<file path="src/rtl/regfile_port_sched_if.sv">
// Bundle of the operand-read, two writeback and register-file pin groups
// that the port scheduler arbitrates between.
interface regfile_port_sched_if #(
  parameter int DATA_W = 8
);
  logic              rd_valid;
  logic [1:0]        rd_ra;
  logic [1:0]        rd_rb;
  logic              rd_ready;
  logic              rd_done;
  logic [DATA_W-1:0] rd_a;
  logic [DATA_W-1:0] rd_b;

  logic              wb0_valid;
  logic [1:0]        wb0_reg;
  logic [DATA_W-1:0] wb0_data;
  logic              wb0_ready;

  logic              wb1_valid;
  logic [1:0]        wb1_reg;
  logic [DATA_W-1:0] wb1_data;
  logic              wb1_ready;

  logic              rf_load1;
  logic              rf_load2;
  logic [1:0]        rf_r1;
  logic [1:0]        rf_r2;
  logic [DATA_W-1:0] rf_in1;
  logic [DATA_W-1:0] rf_in2;
  logic [DATA_W-1:0] rf_out1;
  logic [DATA_W-1:0] rf_out2;

  modport slave (
    input  rd_valid, rd_ra, rd_rb,
    input  wb0_valid, wb0_reg, wb0_data,
    input  wb1_valid, wb1_reg, wb1_data,
    input  rf_out1, rf_out2,
    output rd_ready, rd_done, rd_a, rd_b,
    output wb0_ready, wb1_ready,
    output rf_load1, rf_load2, rf_r1, rf_r2, rf_in1, rf_in2
  );

  modport master (
    output rd_valid, rd_ra, rd_rb,
    output wb0_valid, wb0_reg, wb0_data,
    output wb1_valid, wb1_reg, wb1_data,
    output rf_out1, rf_out2,
    input  rd_ready, rd_done, rd_a, rd_b,
    input  wb0_ready, wb1_ready,
    input  rf_load1, rf_load2, rf_r1, rf_r2, rf_in1, rf_in2
  );
endinterface

</file>
<file path="src/rtl/regfile_port_sched.sv">
// Shares the two address-shared register-file ports between one operand
// reader and two writeback sources, per cycle either reading or writing.
module regfile_port_sched #(
  parameter int WR_STREAK_MAX = 3,
  parameter int DATA_W        = 8
) (
  input  logic               clk,
  input  logic               rst,
  regfile_port_sched_if.slave bus
);

  typedef enum logic [1:0] {
    CYC_IDLE  = 2'd0,
    CYC_READ  = 2'd1,
    CYC_WRITE = 2'd2
  } cyc_t;

  localparam logic [3:0] STREAK_MAX = 4'(WR_STREAK_MAX);

  cyc_t              cyc;
  logic              hazard;
  logic              conflict;
  logic              any_wb;

  logic [3:0]        streak_p0;
  logic              rr_p0;
  logic              vld_p1;
  logic [DATA_W-1:0] rd_a_p1;
  logic [DATA_W-1:0] rd_b_p1;

  function automatic logic src_match(input logic [1:0] ra,
                                     input logic [1:0] rb,
                                     input logic [1:0] wr);
    return (ra == wr) || (rb == wr);
  endfunction

  always_comb begin
    any_wb   = bus.wb0_valid || bus.wb1_valid;
    conflict = bus.wb0_valid && bus.wb1_valid && (bus.wb0_reg == bus.wb1_reg);
    hazard   = bus.rd_valid &&
               ((bus.wb0_valid && src_match(bus.rd_ra, bus.rd_rb, bus.wb0_reg)) ||
                (bus.wb1_valid && src_match(bus.rd_ra, bus.rd_rb, bus.wb1_reg)));

    // A waiting read wins outright when nobody writes, or once the write
    // streak is exhausted and none of its sources is still being written.
    cyc = CYC_IDLE;
    if (rst) begin
      cyc = CYC_IDLE;
    end else if (bus.rd_valid &&
                 (!any_wb || ((streak_p0 == STREAK_MAX) && !hazard))) begin
      cyc = CYC_READ;
    end else if (any_wb) begin
      cyc = CYC_WRITE;
    end
  end

  always_comb begin
    bus.rd_ready  = 1'b0;
    bus.wb0_ready = 1'b0;
    bus.wb1_ready = 1'b0;
    bus.rf_load1  = 1'b0;
    bus.rf_load2  = 1'b0;
    bus.rf_r1     = 2'd0;
    bus.rf_r2     = 2'd0;
    bus.rf_in1    = '0;
    bus.rf_in2    = '0;

    case (cyc)
      CYC_READ: begin
        bus.rd_ready = 1'b1;
        bus.rf_r1    = bus.rd_ra;
        bus.rf_r2    = bus.rd_rb;
      end
      CYC_WRITE: begin
        if (bus.wb0_valid && bus.wb1_valid && !conflict) begin
          bus.wb0_ready = 1'b1;
          bus.wb1_ready = 1'b1;
          bus.rf_load1  = 1'b1;
          bus.rf_r1     = bus.wb0_reg;
          bus.rf_in1    = bus.wb0_data;
          bus.rf_load2  = 1'b1;
          bus.rf_r2     = bus.wb1_reg;
          bus.rf_in2    = bus.wb1_data;
        end else if ((conflict && rr_p0) || (!conflict && !bus.wb0_valid)) begin
          // Only wb1 goes: either it is the favoured side of a same-register
          // collision, or it is the lone requester.
          bus.wb1_ready = 1'b1;
          bus.rf_load1  = 1'b1;
          bus.rf_r1     = bus.wb1_reg;
          bus.rf_in1    = bus.wb1_data;
        end else begin
          bus.wb0_ready = 1'b1;
          bus.rf_load1  = 1'b1;
          bus.rf_r1     = bus.wb0_reg;
          bus.rf_in1    = bus.wb0_data;
        end
      end
      default: begin
      end
    endcase
  end

  // Stage p0 -> p1: streak/round-robin bookkeeping and operand capture.
  always_ff @(posedge clk) begin
    if (rst) begin
      streak_p0 <= 4'd0;
      rr_p0     <= 1'b0;
      vld_p1    <= 1'b0;
      rd_a_p1   <= '0;
      rd_b_p1   <= '0;
    end else begin
      vld_p1 <= (cyc == CYC_READ);
      if (cyc == CYC_READ) begin
        rd_a_p1 <= bus.rf_out1;
        rd_b_p1 <= bus.rf_out2;
      end
      if ((cyc == CYC_WRITE) && conflict) begin
        rr_p0 <= ~rr_p0;
      end
      if (!bus.rd_valid || (cyc == CYC_READ)) begin
        streak_p0 <= 4'd0;
      end else if ((cyc == CYC_WRITE) && (streak_p0 != STREAK_MAX)) begin
        streak_p0 <= streak_p0 + 4'd1;
      end
    end
  end

  assign bus.rd_done = vld_p1;
  assign bus.rd_a    = rd_a_p1;
  assign bus.rd_b    = rd_b_p1;

endmodule

</file>
<file path="src/flat_wrapper.sv">
// flat-port wrapper written by rule: the top's interface ports become plain ports
module regfile_port_sched_flat 
#(
  parameter int WR_STREAK_MAX = 3,
  parameter int DATA_W        = 8
)
  (clk, rst, bus_rd_valid, bus_rd_ra, bus_rd_rb, bus_wb0_valid, bus_wb0_reg, bus_wb0_data, bus_wb1_valid, bus_wb1_reg, bus_wb1_data, bus_rf_out1, bus_rf_out2, bus_rd_ready, bus_rd_done, bus_rd_a, bus_rd_b, bus_wb0_ready, bus_wb1_ready, bus_rf_load1, bus_rf_load2, bus_rf_r1, bus_rf_r2, bus_rf_in1, bus_rf_in2);
  regfile_port_sched_if #(.DATA_W(DATA_W)) bus_i ();
  input  logic clk;
  input  logic rst;
  input wire logic [$bits(bus_i.rd_valid)-1:0] bus_rd_valid;
  input wire logic [$bits(bus_i.rd_ra)-1:0] bus_rd_ra;
  input wire logic [$bits(bus_i.rd_rb)-1:0] bus_rd_rb;
  input wire logic [$bits(bus_i.wb0_valid)-1:0] bus_wb0_valid;
  input wire logic [$bits(bus_i.wb0_reg)-1:0] bus_wb0_reg;
  input wire logic [$bits(bus_i.wb0_data)-1:0] bus_wb0_data;
  input wire logic [$bits(bus_i.wb1_valid)-1:0] bus_wb1_valid;
  input wire logic [$bits(bus_i.wb1_reg)-1:0] bus_wb1_reg;
  input wire logic [$bits(bus_i.wb1_data)-1:0] bus_wb1_data;
  input wire logic [$bits(bus_i.rf_out1)-1:0] bus_rf_out1;
  input wire logic [$bits(bus_i.rf_out2)-1:0] bus_rf_out2;
  output wire logic [$bits(bus_i.rd_ready)-1:0] bus_rd_ready;
  output wire logic [$bits(bus_i.rd_done)-1:0] bus_rd_done;
  output wire logic [$bits(bus_i.rd_a)-1:0] bus_rd_a;
  output wire logic [$bits(bus_i.rd_b)-1:0] bus_rd_b;
  output wire logic [$bits(bus_i.wb0_ready)-1:0] bus_wb0_ready;
  output wire logic [$bits(bus_i.wb1_ready)-1:0] bus_wb1_ready;
  output wire logic [$bits(bus_i.rf_load1)-1:0] bus_rf_load1;
  output wire logic [$bits(bus_i.rf_load2)-1:0] bus_rf_load2;
  output wire logic [$bits(bus_i.rf_r1)-1:0] bus_rf_r1;
  output wire logic [$bits(bus_i.rf_r2)-1:0] bus_rf_r2;
  output wire logic [$bits(bus_i.rf_in1)-1:0] bus_rf_in1;
  output wire logic [$bits(bus_i.rf_in2)-1:0] bus_rf_in2;
  assign bus_i.rd_valid = bus_rd_valid;
  assign bus_i.rd_ra = bus_rd_ra;
  assign bus_i.rd_rb = bus_rd_rb;
  assign bus_i.wb0_valid = bus_wb0_valid;
  assign bus_i.wb0_reg = bus_wb0_reg;
  assign bus_i.wb0_data = bus_wb0_data;
  assign bus_i.wb1_valid = bus_wb1_valid;
  assign bus_i.wb1_reg = bus_wb1_reg;
  assign bus_i.wb1_data = bus_wb1_data;
  assign bus_i.rf_out1 = bus_rf_out1;
  assign bus_i.rf_out2 = bus_rf_out2;
  assign bus_rd_ready = bus_i.rd_ready;
  assign bus_rd_done = bus_i.rd_done;
  assign bus_rd_a = bus_i.rd_a;
  assign bus_rd_b = bus_i.rd_b;
  assign bus_wb0_ready = bus_i.wb0_ready;
  assign bus_wb1_ready = bus_i.wb1_ready;
  assign bus_rf_load1 = bus_i.rf_load1;
  assign bus_rf_load2 = bus_i.rf_load2;
  assign bus_rf_r1 = bus_i.rf_r1;
  assign bus_rf_r2 = bus_i.rf_r2;
  assign bus_rf_in1 = bus_i.rf_in1;
  assign bus_rf_in2 = bus_i.rf_in2;
  regfile_port_sched #(.WR_STREAK_MAX(WR_STREAK_MAX), .DATA_W(DATA_W)) u_core (.clk(clk), .rst(rst), .bus(bus_i));
endmodule
</file>
<file path="config.mk">
export PLATFORM = sky130hd
export DESIGN_NAME = regfile_port_sched_flat
export DESIGN_NICKNAME = d
export VERILOG_FILES = /design/src/rtl/regfile_port_sched_if.sv /design/src/rtl/regfile_port_sched.sv /design/src/flat_wrapper.sv
export SDC_FILE = /design/constraint.sdc
export NUM_CORES = 1
export LEC_CHECK = 0
export ABC_AREA = 1
export CORE_MARGIN = 4
export CORE_UTILIZATION = 38
export CTS_BUF_LIST = sky130_fd_sc_hd__clkbuf_16
export DETAILED_ROUTE_END_ITERATION = 8
export GPL_ROUTABILITY_DRIVEN = 0
export PLACE_DENSITY = 0.83
export SLEW_MARGIN = 25
export SYNTH_ARGS = -nofsm -noshare
export SYNTH_HDL_FRONTEND = slang
export SYNTH_SLANG_ARGS = --single-unit
</file>
<file path="constraint.sdc">
create_clock -name clk -period 3.9 [get_ports clk]
set_clock_uncertainty 0.2 [all_clocks]
set_input_delay 0.39 -clock clk [delete_from_list [all_inputs] [get_ports clk]]
set_output_delay 0.39 -clock clk [all_outputs]
set_load 0.02 [all_outputs]
</file>
After elaboration in Yosys (flattened, before gate mapping)
Index checks and enable logic that the tools add are counted.

$add $sub $neg: 1. Equality and inequality tests: 9. Mux-type cells: 23. Bitwise gates (word level): 1. Reductions and logical operators: 25.

Operators by type and width (number): $mux W8 (5); $logic_and A1 B1 Y1 (12); $mux W2 (6); $eq A2 B2 Y1 (5); $mux W1 (10); $pmux W2 S2 (2); $logic_or A1 B1 Y1 (7); $logic_not A1 Y1 (5); $add A4 B1 Y4 const B (1); $eq A4 B2 Y1 const B (1); $ne A4 B2 Y1 const B (1); $eq A2 B1 Y1 const B (1); $eq A2 B2 Y1 const B (1); $reduce_or A2 Y1 (1); $not A1 Y1 (1).

Register bits after elaboration: 22. Output and inout port bits: 42. Logic and storage cells: 64.

Longest topological paths before layout
Depth in word-level cells: 14. Mapped depth: 16. Mapped depth without buffers: 16.

Worst setup path after synthesis
Ideal clock, no wire load.

Path type: in2out. Start: input bus_wb0_reg[0]. End: output bus_rf_r2[0]. Arrival time: 2.114 ns. Required time: 3.310 ns. Path slack: 1.196 ns. Stages: 16. Cells stage by stage: inv_1 -> nand2_1 -> nand2_1 -> nand2_1 -> nand2_1 -> nand2_1 -> nand3_1 -> nand2_1 -> inv_1 -> ha_1 -> inv_1 -> nor2_2 -> nand2_4 -> inv_2 -> nand2_1 -> a21oi_1.

Word-level cells in the longest chain between the ends: 13. Elaborated cells between the ends (all ways): 20. Those cells by class: eq/ne: 5; mux: 4; reduce/logical: 11.

Ends and longest elaborated chain: start, declared (line flat_wrapper.sv:15) `input wire logic [$bits(bus_i.wb0_reg)-1:0] bus_wb0_reg;`; $eq A2 B2 Y1 (line regfile_port_sched.sv:34) `return (ra == wr) || (rb == wr);`; $logic_or A1 B1 Y1 (line regfile_port_sched.sv:34); $logic_and A1 B1 Y1 (line regfile_port_sched.sv:41) `((bus.wb0_valid && src_match(bus.rd_ra, bus.rd_rb, bus.wb0_reg)) ||`; $logic_or A1 B1 Y1 (line regfile_port_sched.sv:41); $logic_and A1 B1 Y1 (line regfile_port_sched.sv:40) `hazard = bus.rd_valid &&`; $logic_not A1 Y1 (line regfile_port_sched.sv:50) `(!any_wb || ((streak_p0 == STREAK_MAX) && !hazard))) begin`; $logic_and A1 B1 Y1 (line regfile_port_sched.sv:50); $logic_or A1 B1 Y1 (line regfile_port_sched.sv:50); $logic_and A1 B1 Y1 (line regfile_port_sched.sv:49) `end else if (bus.rd_valid &&`; $mux W2 (line regfile_port_sched.sv:49); $mux W2 (line regfile_port_sched.sv:47) `if (rst) begin`; $eq A2 B2 Y1 or $eq A2 B1 Y1 (tied branches) (line regfile_port_sched.sv:68) `case (cyc)`; $pmux W2 S2 (*) (line regfile_port_sched.sv:68); end, declared (line flat_wrapper.sv:31) `output wire logic [$bits(bus_i.rf_r2)-1:0] bus_rf_r2;`.

Mark *: on every way between the ends. The rest lies on a longest branch, timed or not.

Worst setup path in the final report
Start: input bus_wb1_reg[0]. End: output bus_rf_r2[0].

Word-level cells in the longest chain between the ends: 13. Elaborated cells between the ends (all ways): 20. Those cells by class: eq/ne: 5; mux: 4; reduce/logical: 11.

Ends and longest elaborated chain: start, declared (line flat_wrapper.sv:18) `input wire logic [$bits(bus_i.wb1_reg)-1:0] bus_wb1_reg;`; $eq A2 B2 Y1 (line regfile_port_sched.sv:34); $logic_or A1 B1 Y1 (line regfile_port_sched.sv:34); $logic_and A1 B1 Y1 (line regfile_port_sched.sv:42) `(bus.wb1_valid && src_match(bus.rd_ra, bus.rd_rb, bus.wb1_reg)));`; $logic_or A1 B1 Y1 (line regfile_port_sched.sv:41); $logic_and A1 B1 Y1 (line regfile_port_sched.sv:40); $logic_not A1 Y1 (line regfile_port_sched.sv:50); $logic_and A1 B1 Y1 (line regfile_port_sched.sv:50); $logic_or A1 B1 Y1 (line regfile_port_sched.sv:50); $logic_and A1 B1 Y1 (line regfile_port_sched.sv:49); $mux W2 (line regfile_port_sched.sv:49); $mux W2 (line regfile_port_sched.sv:47); $eq A2 B2 Y1 or $eq A2 B1 Y1 (tied branches) (line regfile_port_sched.sv:68); $pmux W2 S2 (*) (line regfile_port_sched.sv:68).

Marks and branches as above.

==> flow_summary.json <==
{
  "rows": 21,
  "cellPowerDensity_mw_per_mm2": 291,
  "ant_nets": 0,
  "place_area_sq_mm": 0.00223,
  "timing.slew.headroom": 0.698,
  "setup-tns-final_ns": 0,
  "ir_drop_mv": 0.332,
  "yosys-top-cells-area": "dfxtp_1 34%, nand2_1 17%, a22o_1 11%",
  "netlist.area_leader.share": 0.336,
  "rsz0062_at_grt": "no",
  "grt_overflow": 0,
  "start_util": 0.393,
  "crit_path_frequent_cell": "nand2_1",
  "synthesis.area_sq_mm": 0.00131,
  "antenna_cells": 0,
  "drive_above_1_share": 0.0571,
  "grt_usage": 0.183,
  "setup_viol": 0,
  "cts-resized-gates": 0,
  "multi_input_area_sq_um": 737,
  "p_seq_frac": 0.338,
  "seq_area_frac_synth": 0.336,
  "cts.path.max_buffers": 2,
  "worstPathCellList": "clkdlybuf4s50_1 > xnor2_1 > nand2_1 > nand2_1 > nand2_1 > nand3_1 > nand2_1 > inv_1 > ha_1 > inv_1 > nor2_2 > nand2_4 > inv_2 > nand2_1 > a21oi_1 > clkdlybuf4s50_1",
  "worst_slew_pin_slew_ns": 0.450,
  "synthToLayoutAreaGrowth_pct": 77.7,
  "crit_required_ns": 3.31,
  "worstSetupPathType": "input pin to output pin",
  "drt_first_pass_iters": 4,
  "drt_wl_total_mm": 4.13,
  "ctsHoldBuffers": 0,
  "end_kind": "output pin",
  "seqCellArea_sq_um": 440,
  "power.internal_mw": 0.517,
  "final_area_sq_mm": 0.00233,
  "insertion_delay_ns": 0.26,
  "cts_max_level": 1,
  "port_buffers": 86,
  "wl_met3_microns": 104,
  "drcViolationCount": 0,
  "core_area_sq_mm": 0.00334,
  "slew_violations": 0,
  "dp_hpwl_mm": 3.33,
  "met2WireLength_mm": 2.34,
  "status": "completed",
  "clkTransAtPathRegs_ns": 0.06,
  "synthCells": 192,
  "power_switching_share": 0.239,
  "grt_pass1_vias": 1357,
  "syn_area_per_cell_sq_um": 6.84,
  "combPwrFrac": 0.239,
  "slowest_stage": "clkdlybuf4s50_1",
  "ys_types": 25,
  "antenna_found_initial": 0,
  "drt-wirelength-per-cell_microns": 12.7,
  "top_layer_used": "met4",
  "die-area_sq_mm": 0.00446,
  "boundaryPins": 87,
  "cp.arrival_ns": 2.90,
  "cts_setup_buffers": 0,
  "final_nets": 329,
  "hold_class": "register to register",
  "grt_pass1_wl_mm": 6.38,
  "period_minus_slack_ns": 3.49,
  "ys_ff_latch": 22,
  "avgViaCountPerCell": 4.68,
  "p_leak_nw": 1.05,
  "finalHoldViolCount": 0,
  "fmax_mhz": 287,
  "cts_num_sinks": 22,
  "die-width_microns": 66.8,
  "synth_fp_nets": 240,
  "clockRootBuffer": "clkbuf_16",
  "final_util": 0.699,
  "wl_met1_mm": 1.67,
  "fillerInstances": 271,
  "min_period_over_period": 0.894,
  "grt_max_degree": 23,
  "clkPwrFrac": 0.422,
  "critPathMaxFanout": 10,
  "yosysWarningCount": 0,
  "vias": 1526,
  "die_y_microns": 66.8,
  "cts_made_buffers": 3,
  "power.switching_mw": 0.163,
  "cts_tree": "done",
  "start_kind": "input pin",
  "cap_violations": 0,
  "drtIter0Drc": 62,
  "max_stage_delay_ns": 0.62,
  "synth_area_leader_cell": "dfxtp_1"
}
-- power by group through the flow --
stage	logic [mW]	registers [mW]	clock network [mW]
global placement	0.161	0.235	0
floorplan	0.0697	0.238	0
CTS	0.164	0.230	0.288
finish	0.163	0.230	0.287
global route	0.175	0.230	0.298
detailed placement	0.163	0.235	0
-- stage by stage --
stage	worst slack, ns	total power, mW	cells	hold slack, ns
2_1_floorplan	1.20	0.308	192	0.246
6_report	0.411	0.680	326	0.281
4_1_cts	0.385	0.681	326	0.281
3_3_place_gp	0.417	0.396	322	0.265
3_5_place_dp	0.397	0.398	322	0.270
5_1_grt	0.155	0.703	326	0.299
-- synth_stat cells --
cell type and instances:
a21oi_1 8, xnor2_1 3, nor2_1 10, or2_2 2, nand2_1 60, inv_2 1
clkbuf_4 1, clkbuf_1 1, nand4_1 9, ha_1 3, nand3_1 13, dfxtp_1 22
o21ai_0 1, nand2_2 1, nor3b_1 1, buf_2 3, inv_1 27, nor2_2 2
a21boi_1 1, clkinv_1 1, nand2_4 2, a22o_1 16, mux2i_1 2, nor3_1 1
nand3_2 1
-- area by class of cell --
type / instances / share of cell area
Clock buffer: 3 / 0.0322
Clock inverter: 1 / 0.0129
Inverter: 29 / 0.0467
Multi-Input combinational cell: 136 / 0.316
Sequential cell: 22 / 0.189
Tap cell: 46 / 0.0247
Timing Repair Buffer: 89 / 0.379
-- cell families after synthesis --
group,after synthesis,synth area share
compound gates,26,0.147
fa+ha+maj,3,0.0286
buf+inv,34,0.103
simple gates,102,0.351
flops,22,0.336
mux,2,0.0153
xor+xnor,3,0.0200
-- layout by cell type, fill, tap and decap left out, drive strengths merged, types with 3 or more instances in the layout --
cell            n
a21oi           8
a22o           16
buf             3
clkbuf          3
clkdlybuf4s50  86
dfxtp          22
ha              3
inv            28
nand2          63
nand3          14
nand4           9
nor2           12
xnor2           3
-- per-layer routing --
| layer | vias up | GRT usage |
|---|---|---|
| met5 | - | 0 |
| li1 | 803 | - |
| met3 | 2 | 0.0287 |
| met4 | 0 | 0.0228 |
| met2 | 19 | 0.344 |
| met1 | 702 | 0.221 |
-- critical path: cells and delay by family --
kind            cells  cell delay, ns
compound gates      1            0.13
xor+xnor            1            0.15
fa+ha+maj           1            0.15
buf+inv             5            1.40
simple gates        8            0.68
-- flip-flops by register name, indices dropped and copies added (netlist names) --
name,count
u_core.bus.rd_a,8
u_core.bus.rd_done,1
u_core.bus.rd_b,8
u_core.streak_p0,4
u_core.rr_p0,1
-- worst paths after layout --
| check | cells past startpoint | slack (ns) | start | endpoint |
|---|---|---|---|---|
| worst min-delay path | 1 | 0.28 | u_core.bus.rd_b[0] | u_core.bus.rd_b[0] |
| worst max-delay path | 16 | 0.41 | bus_wb1_reg[0] | bus_rf_r2[0] |
| worst min register to register | 1 | 0.28 | u_core.bus.rd_b[0] | u_core.bus.rd_b[0] |
| worst max register to register | 9 | 1.53 | u_core.streak_p0[0] | u_core.bus.rd_a[5] |
Power figures use the tool's default switching activity.
